### config.mk
export PLATFORM = sky130hd
export DESIGN_NAME = mem_port_arbiter
export DESIGN_NICKNAME = d
export VERILOG_FILES = /design/src/rtl/mem_port_arbiter.sv
export SDC_FILE = /design/constraint.sdc
export NUM_CORES = 1
export LEC_CHECK = 0
export ABC_AREA = 1
export CAP_MARGIN = 25
export CORE_UTILIZATION = 45
export DETAILED_ROUTE_END_ITERATION = 10
export HOLD_SLACK_MARGIN = 0.03
export PLACE_DENSITY = 0.75
export SLEW_MARGIN = 20
export SYNTH_ARGS = -nofsm -noshare
export SYNTH_HDL_FRONTEND = slang
export SYNTH_SLANG_ARGS = --single-unit
### constraint.sdc
create_clock -name clk -period 2.2 [get_ports clk]
set_input_delay 0.44 -clock clk [delete_from_list [all_inputs] [get_ports clk]]
set_output_delay 0.44 -clock clk [all_outputs]
set_load 0.1 [all_outputs]
### src/rtl/mem_port_arbiter.sv
// mem_port_arbiter: round-robin share of a byte-wide memory between fetch and load/store, little-endian byte beats
module mem_port_arbiter #(
    parameter int AW = 32
) (
    input  logic          clk,
    input  logic          rst,
    input  logic          if_req_i,
    input  logic [AW-1:0] if_addr_i,
    output logic          if_ack_o,
    output logic [31:0]   if_rdata_o,
    input  logic          ls_req_i,
    input  logic          ls_we_i,
    input  logic [1:0]    ls_size_i,
    input  logic [AW-1:0] ls_addr_i,
    input  logic [31:0]   ls_wdata_i,
    output logic          ls_ack_o,
    output logic [31:0]   ls_rdata_o,
    output logic [AW-1:0] mem_addr_o,
    output logic          mem_we_o,
    output logic [7:0]    mem_wdata_o,
    input  logic [7:0]    mem_rdata_i
);
    typedef enum logic [1:0] {IDLE, XFER, DONE} state_t;

    state_t        state_q, state_d;
    logic          owner_q;
    logic          cur_q;
    logic [AW-1:0] addr_q;
    logic          we_q;
    logic [31:0]   wdata_q;
    logic [1:0]    last_q;
    logic [1:0]    beat_q;
    logic [31:0]   buf_q, buf_d;
    logic [31:0]   if_rdata_q, ls_rdata_q;
    logic          grant_ls;
    logic          start;
    logic          last_beat;

    // owner_q/cur_q: 1 = load/store port, 0 = fetch port
    assign grant_ls   = ls_req_i && (!if_req_i || !owner_q);
    assign start      = state_q == IDLE && (if_req_i || ls_req_i);
    assign last_beat  = beat_q == last_q;
    assign if_rdata_o = if_rdata_q;
    assign ls_rdata_o = ls_rdata_q;

    // state register
    always_ff @(posedge clk) begin
        if (rst) state_q <= IDLE;
        else     state_q <= state_d;
    end

    // next state: IDLE -> XFER on any request, XFER -> DONE after the last beat, DONE -> IDLE
    always_comb begin
        state_d = (state_q == IDLE) ? (start ? XFER : IDLE) :
                  (state_q == XFER) ? (last_beat ? DONE : XFER) : IDLE;
    end

    // memory strobes only during XFER, acks only in DONE
    always_comb begin
        mem_addr_o  = (state_q == XFER) ? addr_q + AW'(beat_q) : '0;
        mem_we_o    = state_q == XFER && we_q;
        mem_wdata_o = (state_q == XFER && we_q) ? wdata_q[8*beat_q +: 8] : 8'h00;
        if_ack_o    = state_q == DONE && !cur_q;
        ls_ack_o    = state_q == DONE && cur_q;
    end

    // read assembly: current beat's byte dropped into its lane
    always_comb begin
        buf_d = buf_q;
        buf_d[8*beat_q +: 8] = mem_rdata_i;
    end

    // grant latching, beat sequencing and read data capture
    always_ff @(posedge clk) begin
        if (rst) begin
            owner_q    <= 1'b1;
            cur_q      <= 1'b0;
            addr_q     <= '0;
            we_q       <= 1'b0;
            wdata_q    <= '0;
            last_q     <= 2'd0;
            beat_q     <= 2'd0;
            buf_q      <= '0;
            if_rdata_q <= '0;
            ls_rdata_q <= '0;
        end else if (start) begin
            owner_q <= grant_ls;
            cur_q   <= grant_ls;
            addr_q  <= grant_ls ? ls_addr_i : if_addr_i;
            we_q    <= grant_ls && ls_we_i;
            wdata_q <= ls_wdata_i;
            last_q  <= !grant_ls ? 2'd3 : (ls_size_i == 2'd0) ? 2'd0 : (ls_size_i == 2'd1) ? 2'd1 : 2'd3;
            beat_q  <= 2'd0;
            buf_q   <= '0;
        end else if (state_q == XFER) begin
            beat_q <= beat_q + 2'd1;
            buf_q  <= buf_d;
            if (last_beat && !we_q) begin
                if (cur_q) ls_rdata_q <= buf_d;
                else       if_rdata_q <= buf_d;
            end
        end
    end
endmodule

== Yosys cells after proc, flatten, opt, wreduce, memory -nomap -nowiden ==
Index checks and enable logic that the tools add are counted.

* Equality and inequality tests: 4
* Add/sub/neg operators: 3
* Mux-type cells: 11
* Bitwise logic cells: 2
* Reduce and logical (&&, ||, !) cells: 18
* Shifts and indexed selects: 3

{| class="wikitable"
|+ Operators by type and width
! kind !! count
|-
| two-way mux 32 bit || 2
|-
| negator 5 -> 34 bit || 1
|-
| variable shift 8 x 34 -> 32 bit, first input constant || 1
|-
| indexed part select 8 x 34 -> 32 bit || 1
|-
| adder 32 x 2 -> 32 bit || 1
|-
| bitwise mux 32 bit || 1
|-
| indexed part select 32 x 6 -> 8 bit || 1
|-
| two-way mux 2 bit || 6
|-
| two-way mux 8 bit || 1
|-
| AND reduction 4 bit || 2
|-
| logical AND 1 bit || 7
|-
| equality test 2 x 1 -> 1 bit, second input constant || 2
|-
| logical NOT 1 bit || 4
|-
| logical NOT 2 bit || 2
|-
| adder 2 x 1 -> 2 bit, second input constant || 1
|-
| equality test 2 bit || 1
|-
| equality test 2 bit, second input constant || 1
|-
| logical OR 1 bit || 2
|-
| inverter 1 bit || 2
|-
| OR reduction 2 bit || 1
|-
| two-way mux 1 bit || 1
|}

* Input port bits: 111
* Bits in registers: 169
* Word-level logic and storage cells: 52
* Output and inout bits: 107

== Logic depth before layout (Yosys ltp) ==
Gate-level depths: netlist of run 1.

* Depth in word-level cells: 4
* Mapped depth: 12
* Mapped depth without buffers: 10

== Worst setup path before layout of run 1 ==
OpenSTA, ideal clock, no wires.

* Kind: reg2out
* Start: register state_q[0]
* End: output port mem_wdata_o[0]
* Path buffers: 1
* Stages on the path, launching flop included: 8
* Data arrival time: 3.942 ns
* Setup slack: -2.182 ns
* Path through: dfxtp_1 > inv_2 > nor2_4 > inv_1 > buf_2 > nor2_1 > inv_1 > a21oi_1

* Longest elaborated chain between the ends: 3

{| class="wikitable"
|+ Ends and longest elaborated chain
! element !! line !! source
|-
| start: declaration || 25 || <nowiki>state_t state_q, state_d;</nowiki>
|-
| start signal: assignment || 49 || <nowiki>else state_q <= state_d;</nowiki>
|-
| equality test 2 x 1 -> 1 bit || -- ||
|-
| logical AND 1 bit || -- ||
|-
| named net mem_we_o || 19 || <nowiki>output logic mem_we_o,</nowiki>
|-
| two-way mux 8 bit || 62 || <nowiki>mem_wdata_o = (state_q == XFER && we_q) ? wdata_q[8*beat_q +: 8] : 8'h00;</nowiki>
|-
| end: declaration || 20 || <nowiki>output logic [7:0] mem_wdata_o,</nowiki>
|}

The timed path passes the listed nets, and every way through them passes these cells.

== Final worst setup path of run 1 ==
* Start: register beat_q[0]
* End: output port mem_addr_o[28]

* Longest elaborated chain between the ends: 2

{| class="wikitable"
|+ Ends and longest elaborated chain
! element !! line !! source
|-
| start: declaration || 32 || <nowiki>logic [1:0] beat_q;</nowiki>
|-
| start signal: assignment || 96 || <nowiki>beat_q <= beat_q + 2'd1;</nowiki>
|-
| adder 32 x 2 -> 32 bit || 60 || <nowiki>mem_addr_o = (state_q == XFER) ? addr_q + AW'(beat_q) : '0;</nowiki>
|-
| two-way mux 32 bit || 60 ||
|-
| end: declaration || 18 || <nowiki>output logic [AW-1:0] mem_addr_o,</nowiki>
|}

No other way between the ends.

==> results of run 1 <==
-- report_power, final --
| group | switching [W] | internal (W) | leakage, nW | total, W |
|---|---|---|---|---|
| sequential | 0.000244 | 0.00343 | 1.39 | 0.00367 |
| combinational | 0.00278 | 0.00129 | 3.77 | 0.00407 |
| clock | 0.00134 | 0.00208 | 0.324 | 0.00342 |
-- cells in the final DEF, fill, tap and decap left out, types with 8 or more instances in the layout --
master / n
o211ai_1: 18
dfxtp_1: 153
a21oi_2: 9
nand3_1: 115
buf_4: 114
dfxtp_2: 11
nor2_1: 299
clkbuf_16: 17
a21oi_1: 48
o31ai_1: 13
o21ai_0: 44
clkdlybuf4s50_1: 110
nand2_2: 19
a21oi_4: 26
nand2_4: 8
buf_12: 58
nor2_2: 16
nand2_1: 224
o21ai_2: 17
buf_6: 11
nor2_4: 34
inv_1: 123
o22ai_1: 19
-- registers in the layout, indices dropped and copies added (netlist names) --
| signal | flops |
|---|---|
| beat_q | 2 |
| last_q | 2 |
| owner_q | 1 |
| wdata_q | 32 |
| addr_q | 32 |
| state_q | 2 |
| ls_rdata_o | 32 |
| if_rdata_o | 32 |
| buf_q | 32 |
| cur_q | 1 |
| we_q | 1 |
-- metrics by stage --
| stage | area [sq um] | total power, W | utilization |
|---|---|---|---|
| floorplan | 8892 | 0.006299 | - |
| CTS | 13010 | 0.01106 | 0.7143 |
| global route | 13320 | 0.01163 | 0.7315 |
| finish | 13320 | 0.01116 | 0.7315 |
| global placement | 11790 | 0.007429 | 0.6476 |
| detailed placement | 11790 | 0.007493 | 0.6476 |
-- cell usage after synthesis, types with 9 or more instances --
cell / n / area (sq um)
a21oi_1: 83 / 415.4
nor2_1: 344 / 1291
o21ai_0: 70 / 350.3
o211ai_1: 18 / 135.1
nand2_1: 247 / 927.1
o22ai_1: 19 / 118.9
o31ai_1: 13 / 97.59
inv_1: 129 / 484.2
clkbuf_1: 34 / 127.6
buf_2: 20 / 100.1
buf_1: 9 / 33.78
dfxtp_1: 169 / 3383
nand3_1: 120 / 600.6
-- timing repair --
item	4_1_cts	5_1_grt
pin swaps	32	28
buffers inserted	10	13
gates cloned	2	0
resized for setup	127	65
setup endpoints to repair	39	77
-- area by class of cell --
class                      instances  share of cell area
timing repair buffer             294              0.2458
sequential                       169              0.2564
multi-input combinational        946              0.3871
antenna                            1           0.0001879
tap                              229             0.02151
clock inverter                    14             0.01728
clock buffer                      18             0.03297
inverter                         134             0.03870
-- worst reg2reg max path, stage by stage, from the launching register on --
cell and delay, ns:
dfxtp_4 0.39, buf_6 0.11, buf_12 0.10, clkinvlp_4 0.10, buf_12 0.16, buf_4 0.14
ha_1 0.18, nand2_1 0.07, inv_1 0.16, a21oi_1 0.38, nand2_1 0.12, nand2_1 0.08
inv_1 0.03
-- kinds of logic after synthesis --
logic type	count (synthesis)
AND/OR/NAND/NOR	729
AO/OA/AOI/OAI	205
adder cells (fa/ha/maj)	8
flip-flops	169
buffers and inverters	207
XOR/XNOR	3
-- worst max path at each step --
stage | from | to | cells after the start
final | beat_q[0] | mem_addr_o[28] | 12
after global routing | beat_q[0] | mem_addr_o[26] | 11
after CTS | beat_q[0] | mem_addr_o[26] | 11
after detailed placement | addr_q[0] | mem_addr_o[16] | 10
after global placement | addr_q[0] | mem_addr_o[16] | 10
after floorplan | state_q[1] | if_ack_o | 2
-- per-layer routing --
metal,vias up,part of all wire
met5,-,0
met4,0,0.035
met3,77,0.084
met2,383,0.51
met1,4303,0.37
li1,4678,-
==> flow_summary.yaml, run 1 <==
floorplanning:
  core-area_sq_mm: 0.01821
  die-area_sq_mm: 0.01937
  ios: 218
  start_util: 0.4649
  die_w_um: 139.2
  chipHeight_um: 139.2
  rows: 49
synthesis:
  synth_cells: 1321
  yosys.area_share.simple: 0.3491
  synth.mux.area_fraction: 0
  ys_warn_count: 0
  synth_cell_types: 30
  synth_compound_area_frac: 0.1336
  synth.avg_cell_area_sq_um: 6.408
  synth_top_family_by_area: "simple AND/OR/NAND/NOR gates"
  synthArstFlopShare: 0
  seq_area_frac_synth: 0.3996
  synthesis.nets: 1440
  synthXorXnorAreaFrac: 0.003104
  yosys.area_share.adder: 0.01271
  synth-edff-count: 0
  ys.flop_type: "dfxtp_1"
  synthesis.area_sq_mm: 0.008466
  ys_seq_elements: 169
critical_path:
  cp_slowest_cell: "dfxtp_4"
  worstSetupStartpointType: "register"
  timing.rr.end: "buf_q[9]"
  path_class: "reg -> out"
  cp.arrival_ns: 2.26
  required_ns: 1.76
  r2r_setup_slack_ns: 0.08
  endpoint_kind: "output pin"
  path_buf_inv: 3
  cp_cell_sequence: "ha_4 > fa_2 > nand2_4 > nor2_4 > buf_4 > inv_2 > nor2_4 > nand2_1 > nand2_1 > nand2_1 > nor2_4 > buf_12"
  crit_fanout: 3
  r2r-start: "beat_q[1]"
  worst_path_largest_cell_delay_ns: 0.36
  worst_r2r_path_depth: 12
  crit_family: "simple AND/OR/NAND/NOR gates"
drt:
  wl_per_cell_um: 16.26
  drc: 8
  drt_wl_total_um: 29350
  drt-initial-drc-count: 662
  postRouteAntennaNets: 0
  vias_per_cell: 5.230
  dr_total_vias: 9441
  dr.pass1.iters: 9
clock_network:
  clk_path_buf_depth: 2
  cts-root-buf: "clkbuf_16"
  clock_sinks: 169
  cts.clk_slew.worst_paths_ns: 0.07
  cts_max_level: 4
  cts_buffers: 17
  insertion_delay_ns: 0.44
  holdBufCountCts: 0
  cts_tree: "done"
outcome:
  violations: "design-rule violations, negative setup slack"
  status: "complete, but fails checks"
flow_run:
  maxCapViolCount: 0
grt:
  gr-total-overflow: 0
  gr-usage-all-layers: 0.2967
  grt_use_met3: 0.09496
  antenna_found_initial: 1
  grt_pass1_vias: 9068
  grt_max_degree: 67
  busiest_layer: "met2"
  grt_pass1_wl_um: 45290
  use_met1: 0.3233
  grt_use_met2: 0.5311
worst_hold_path:
  hold_path_class: "reg -> reg"
  hold_depth: 2
  holdPathEnd: "if_rdata_o[19]"
  hold_start: "if_rdata_o[19]"
timing:
  drv_slew: 0
  worst_slew_pin_slew_ns: 0.5571
  finalCriticalPeriod_ns: 2.702
  slew_headroom: 0.6257
  finalCritPeriodShare: 1.228
  layout_setup_ws_ns: -0.5018
  max_freq_mhz: 370.1
  hold_violations: 0
  rsz0062_at_grt: "yes"
  finClkSkew_ns: 0.01181
  fin_setup_tns_ns: -11.34
  holdWs_ns: 0.4845
  setup_violations: 39
placement:
  place.detailed.hpwl_um: 20060
  dp_cells: 1749
  io_buffers: 217
  place.gp.congestion: 0.9471
  pre_cts_ws_ns: -0.08464
cells_and_area:
  areaGrowthSynthToFinish_pct: 57.35
  nFillCells: 1380
  nets: 1681
  final_cells: 1805
  regArea_sq_mm: 0.003416
  drive_gt1_frac: 0.2483
  multi_input_comb_area_sq_mm: 0.005156
power:
  powerDensity_mw_per_mm2: 837.7
  ir_drop_mv: 0.6646
  p_leak_nw: 5.488
No activity file was read; power rests on OpenSTA's default activity.
==> run 2, diff against run 1 <==
--- a/config.mk
+++ b/config.mk
@@ -15,3 +15,4 @@
 export SYNTH_ARGS = -nofsm -noshare
 export SYNTH_HDL_FRONTEND = slang
 export SYNTH_SLANG_ARGS = --single-unit
+export TNS_END_PERCENT = 100
==> results of run 2 <==
No change in the layout: final DEF, timing and power equal those of run 1.
